File: config.mk
export PLATFORM = sky130hd
export DESIGN_NAME = carry_add_pipe
export DESIGN_NICKNAME = d
export VERILOG_FILES = /design/src/rtl/carry_add_pipe.sv
export SDC_FILE = /design/constraint.sdc
export NUM_CORES = 1
export LEC_CHECK = 0
export BUFFER_PORTS_ARGS = -buffer_cell sky130_fd_sc_hd__buf_4
export CORE_MARGIN = 1
export CORE_UTILIZATION = 39
export DETAILED_ROUTE_END_ITERATION = 10
export PLACE_DENSITY = 0.65
export SLEW_MARGIN = 20
export SYNTH_ARGS = -nofsm -noshare
export SYNTH_HDL_FRONTEND = slang
export SYNTH_SLANG_ARGS = --single-unit
File: constraint.sdc
create_clock -name CLK -period 2.1 [get_ports CLK]
set_input_delay 0.315 -clock CLK [delete_from_list [all_inputs] [get_ports CLK]]
set_output_delay 0.315 -clock CLK [all_outputs]
set_load 0.005 [all_outputs]
File: src/rtl/carry_add_pipe.sv
// Pipelined WIDTH-bit adder/subtractor: one 4-bit carry-chain segment per stage,
// with input skew, registered inter-stage carry and output deskew.
module carry_add_pipe #(
  parameter int WIDTH = 16
) (
  input  logic             CLK,
  input  logic             RST_N,
  input  logic             CE,
  input  logic             VALID_I,
  input  logic             SUB,
  input  logic [WIDTH-1:0] A,
  input  logic [WIDTH-1:0] B,
  output logic             VALID_O,
  output logic [WIDTH-1:0] SUM,
  output logic             CO,
  output logic             OV
);

  localparam int NSEG = WIDTH / 4;

  // r_v[0]/r_c[0] belong to the operand capture stage; index k+1 follows segment k.
  logic [NSEG:0]      r_v;
  logic [NSEG:0]      r_c;
  logic [WIDTH-1:0]   r_a [0:NSEG-1];
  logic [WIDTH-1:0]   r_b [0:NSEG-1];
  logic [WIDTH-1:0]   r_s [0:NSEG-1];
  logic               r_ov;

  logic [WIDTH-1:0]   w_sum_nxt [0:NSEG-1];
  logic [NSEG-1:0]    w_cout;
  logic               w_cmsb;

  // Each segment is a CARRY4 equivalent: mux-chain carry with DI = A.
  always_comb begin
    logic w_c;
    logic w_s;
    w_cout = '0;
    w_cmsb = 1'b0;
    for (int k = 0; k < NSEG; k++) begin
      w_sum_nxt[k] = r_s[(k == 0) ? 0 : k - 1];
      if (k == 0) w_sum_nxt[k] = '0;
      w_c = r_c[k];
      for (int i = 0; i < 4; i++) begin
        w_s = r_a[k][4*k+i] ^ r_b[k][4*k+i];
        if (k == NSEG - 1 && i == 3) w_cmsb = w_c;
        w_sum_nxt[k][4*k+i] = w_s ^ w_c;
        w_c = w_s ? w_c : r_a[k][4*k+i];
      end
      w_cout[k] = w_c;
    end
  end

  always_ff @(posedge CLK or negedge RST_N) begin
    if (!RST_N) begin
      r_v  <= '0;
      r_c  <= '0;
      r_ov <= 1'b0;
      for (int k = 0; k < NSEG; k++) begin
        r_a[k] <= '0;
        r_b[k] <= '0;
        r_s[k] <= '0;
      end
    end else if (CE) begin
      r_v    <= {r_v[NSEG-1:0], VALID_I};
      r_c    <= {w_cout, SUB};
      r_a[0] <= A;
      r_b[0] <= B ^ {WIDTH{SUB}};
      for (int k = 1; k < NSEG; k++) begin
        r_a[k] <= r_a[k-1];
        r_b[k] <= r_b[k-1];
      end
      for (int k = 0; k < NSEG; k++) begin
        r_s[k] <= w_sum_nxt[k];
      end
      r_ov <= w_cout[NSEG-1] ^ w_cmsb;
    end
  end

  assign VALID_O = r_v[NSEG];
  assign SUM     = r_s[NSEG-1];
  assign CO      = r_c[NSEG];
  assign OV      = r_ov;

endmodule

==> results.cfg <==
[outcome]
outcome = finished, final reports clean

[pwr]
switching_share_pct = 25.60
leakagePower_nw = 2.897
p_per_area_mw_per_mm2 = 1236
ir_worst_vdd_uv = 753.9
seqPwrFrac_pct = 42.5
clockPowerShare_pct = 36.7
power_switching_mw = 2.185
p_int_mw = 6.351
combPwrFrac_pct = 20.8

[setup_path]
reg2reg_to = SUM[15]
worstSetupPathDepth = 6
worst-path-buf-inv = 1
slowest_delay_ps = 410
crit_end = SUM[15]
crit_path_start = r_c[3]
startpoint_type = flip-flop
cp_top_family = adder cells
crit_type = flip-flop to flip-flop
arrival_ps = 2370
timing.rr.start = r_c[3]
path_cells = maj3_2 > maj3_2 > maj3_2 > inv_1 > fa_1 > o21ai_1
worstPathMaxFanout = 2
cpMostUsedCell = maj3_2
crit_required_ps = 2440
worst-r2r-cell-count = 6
endpoint_kind = flip-flop
rrSetupSlack_ps = 70
critPathSlowestCell = fa_1

[logic_synthesis]
synth_top_family_by_area = multiplexers
synth.cell_area_mm2 = 0.005698
synthTopCellsByCount = dfrtp_1 (131), mux2_2 (103), xnor2_1 (41)
yosys.area.top_type = dfrtp_1
syn_avg_cell_area_um2 = 13.31
yosys_warnings = 0
synth-edff-count = 0
synth_fa_ha_area_share_pct = 2.942
async_flop_share_pct = 100.0
synth_seq_area_share_pct = 57.53
ys_types = 26
synth_compound_area_share_pct = 5.007
syn_nets = 467
synth-xor-area-share_pct = 6.763
ys.flop_type = dfrtp_1
synth_area_leaders = dfrtp_1 (58%), mux2_2 (20%), xnor2_1 (6.3%), maj3_2 (2.4%), buf_4 (2.1%)
muxShareOfSynthArea_pct = 20.36
ys_ff_latch = 131
syn_inst = 428
synthSimpleGateAreaFrac_pct = 3.294
synth.top_cell.area_share_pct = 57.53
yosysMostFrequentCell = dfrtp_1

[clock_network]
htree_levels = 4
cts_tree = yes
clockBufferDepth = 2
numCtsBuffers = 17
cts_root_buf = clkbuf_16
clk_pin_slew_ps = 60
clkLatencyLatePin_ps = 420
cts.sinks = 131

[timing]
setup_violations = 0
worst_clock_skew_ps = 6.151
slew_headroom_pct = 69.90
slew_violations = 0
hold_viol_final = 0
fmax_mhz = 491.9
rsz0062_at_grt = no
finalCritPeriodShare_pct = 96.81
worstMarginPinSlew_ps = 450.9
min_period_ps = 2033

[global_routing]
grt_use_total_pct = 14.23
antenna_found_initial = 0
grt-ovfl-total = 0
grt_first_pass_wirelength_mm = 16.13
grt_pass1_vias = 3370
grt_max_degree = 49

[die]
die_w_um = 122.9
start_util_pct = 40.58
rows = 43
fp.dieH_um = 122.9
ios = 56
die-area_mm2 = 0.01510
core_mm2 = 0.01404

[flow_run]
drv_cap = 0

[place]
postPlaceCellArea_mm2 = 0.006251
dp.cells = 631
dpl.hpwl_mm = 6.169
gp_congestion = 0.7877
port_buffers = 55

[detailed_routing]
drt_iter0_markers = 227
drcViolationCount = 0
wl_per_cell_um = 14.32
antenna_left = 0
firstDrtPassIters = 4
vias_per_cell = 4.907
totalWireLength_mm = 9.522
vias = 3263

[layout]
antenna_cells = 0
fin_nets = 511
stdcell_area_mm2 = 0.006904
drive_gt1_share_pct = 43.92
areaGrowthSynthToFinish_pct = 21.17
finalNonFillerCells = 665

[worst_hold_path]
hp-class = primary input to flip-flop
## power groups by stage
stage / Clock [mW] / Combinational (mW) / Sequential [mW]
floorplan: 0 / 1.43 / 3.51
global placement: 0 / 1.72 / 3.64
detailed placement: 0 / 1.78 / 3.67
CTS: 3.21 / 1.80 / 3.63
global route: 3.34 / 1.98 / 3.72
finish: 3.13 / 1.78 / 3.62
## cells by family (layout without fill, tap and decap cells)
family | count (synthesis) | after routing
AOI/OAI and AO/OA | 47 | 47
xor gates and xnor gates | 44 | 44
adders and majority gates | 14 | 14
buffers and inverters | 45 | 102
DFF | 131 | 131
muxes | 103 | 103
and+or+nand+nor | 44 | 44
## layout make-up
type | count | area, um2
Clock buffer | 19 | 452.9
Timing Repair Buffer | 65 | 560.5
Inverter | 5 | 18.77
Fill cell | 1207 | 7138
Multi-Input combinational cell | 252 | 2186
Tap cell | 180 | 225.2
Sequential cell | 131 | 3278
Clock inverter | 13 | 182.7
## state kept, by name, summed over array words and instances (netlist names)
| name | cells |
|---|---|
| r_b | 40 |
| OV | 1 |
| r_v | 5 |
| r_a | 40 |
| r_c | 5 |
| r_s | 24 |
| SUM | 16 |
## worst register-to-register path, delay by kind of cell, from the launching register on
kind | cells | cell delay [ps]
AO/OA/AOI/OAI | 1 | 120
adder cells (fa/ha/maj) | 4 | 1380
buffers and inverters | 1 | 70
flip-flops | 1 | 390
## through the flow
stage	setup WS, ps	power (mW)	utilization, %	hold WS, ps	setup TNS [ps]
3_3_place_gp	30.57	5.353	44.52	265.4	0
6_report	67.06	8.535	49.17	107.8	0
3_5_place_dp	-12.37	5.453	44.52	274.4	-12.37
5_1_grt	2.864	9.046	49.17	92.08	0
4_1_cts	6.091	8.642	49.11	92.97	0
2_1_floorplan	57.76	4.946	-	19.41	0
## repair_timing
item / CTS / global route
pin swaps: 1 / 4
resized for setup: 1 / 0
setup endpoints to repair: 1 / 1
gates cloned: 0 / 0
endpoints found under the hold margin: 42 / 0
hold buffers: 1 / 0
setup buffers: 0 / 1
## worst min path at each step
| stage | startpoint | end | slack [ps] | depth (start not counted) |
|---|---|---|---|---|
| finish | A[2] | r_a[50] | 110 | 3 |
| global placement | RST_N | r_a[56] | 270 | 1 |
| CTS | A[2] | r_a[50] | 90 | 3 |
| detailed placement | RST_N | r_a[56] | 270 | 1 |
| global route | A[2] | r_a[50] | 90 | 3 |
| floorplan | RST_N | OV | 20 | 0 |
## cells in the final DEF, fill, tap and decap left out, types with 3 or more instances in the layout
master,netlist,routed
xor2_1,3,3
o21ai_0,6,5
nor2_1,20,20
a21oi_1,22,22
xnor2_1,41,41
buf_12,0,5
nand2_1,11,11
clkinv_2,0,4
dfrtp_1,131,131
clkbuf_16,0,17
a31oi_1,8,8
inv_1,5,5
mux2_2,103,103
buf_4,16,57
clkinv_4,0,4
bufinv_16,0,4
maj3_2,12,12
nor3_1,6,6
nor2b_1,4,4
o211ai_1,4,4
## layer usage
layer	GRT usage (%)	wire [um]	vias to the layer above	part of all wire, %
met2	21.73	4465	57	47
met3	5.019	429	13	4.5
met5	0	0	-	0
li1	-	-	1560	-
met4	6.250	145	0	1.5
met1	18.17	4480	1633	47
(Power assumes the default switching activity.)
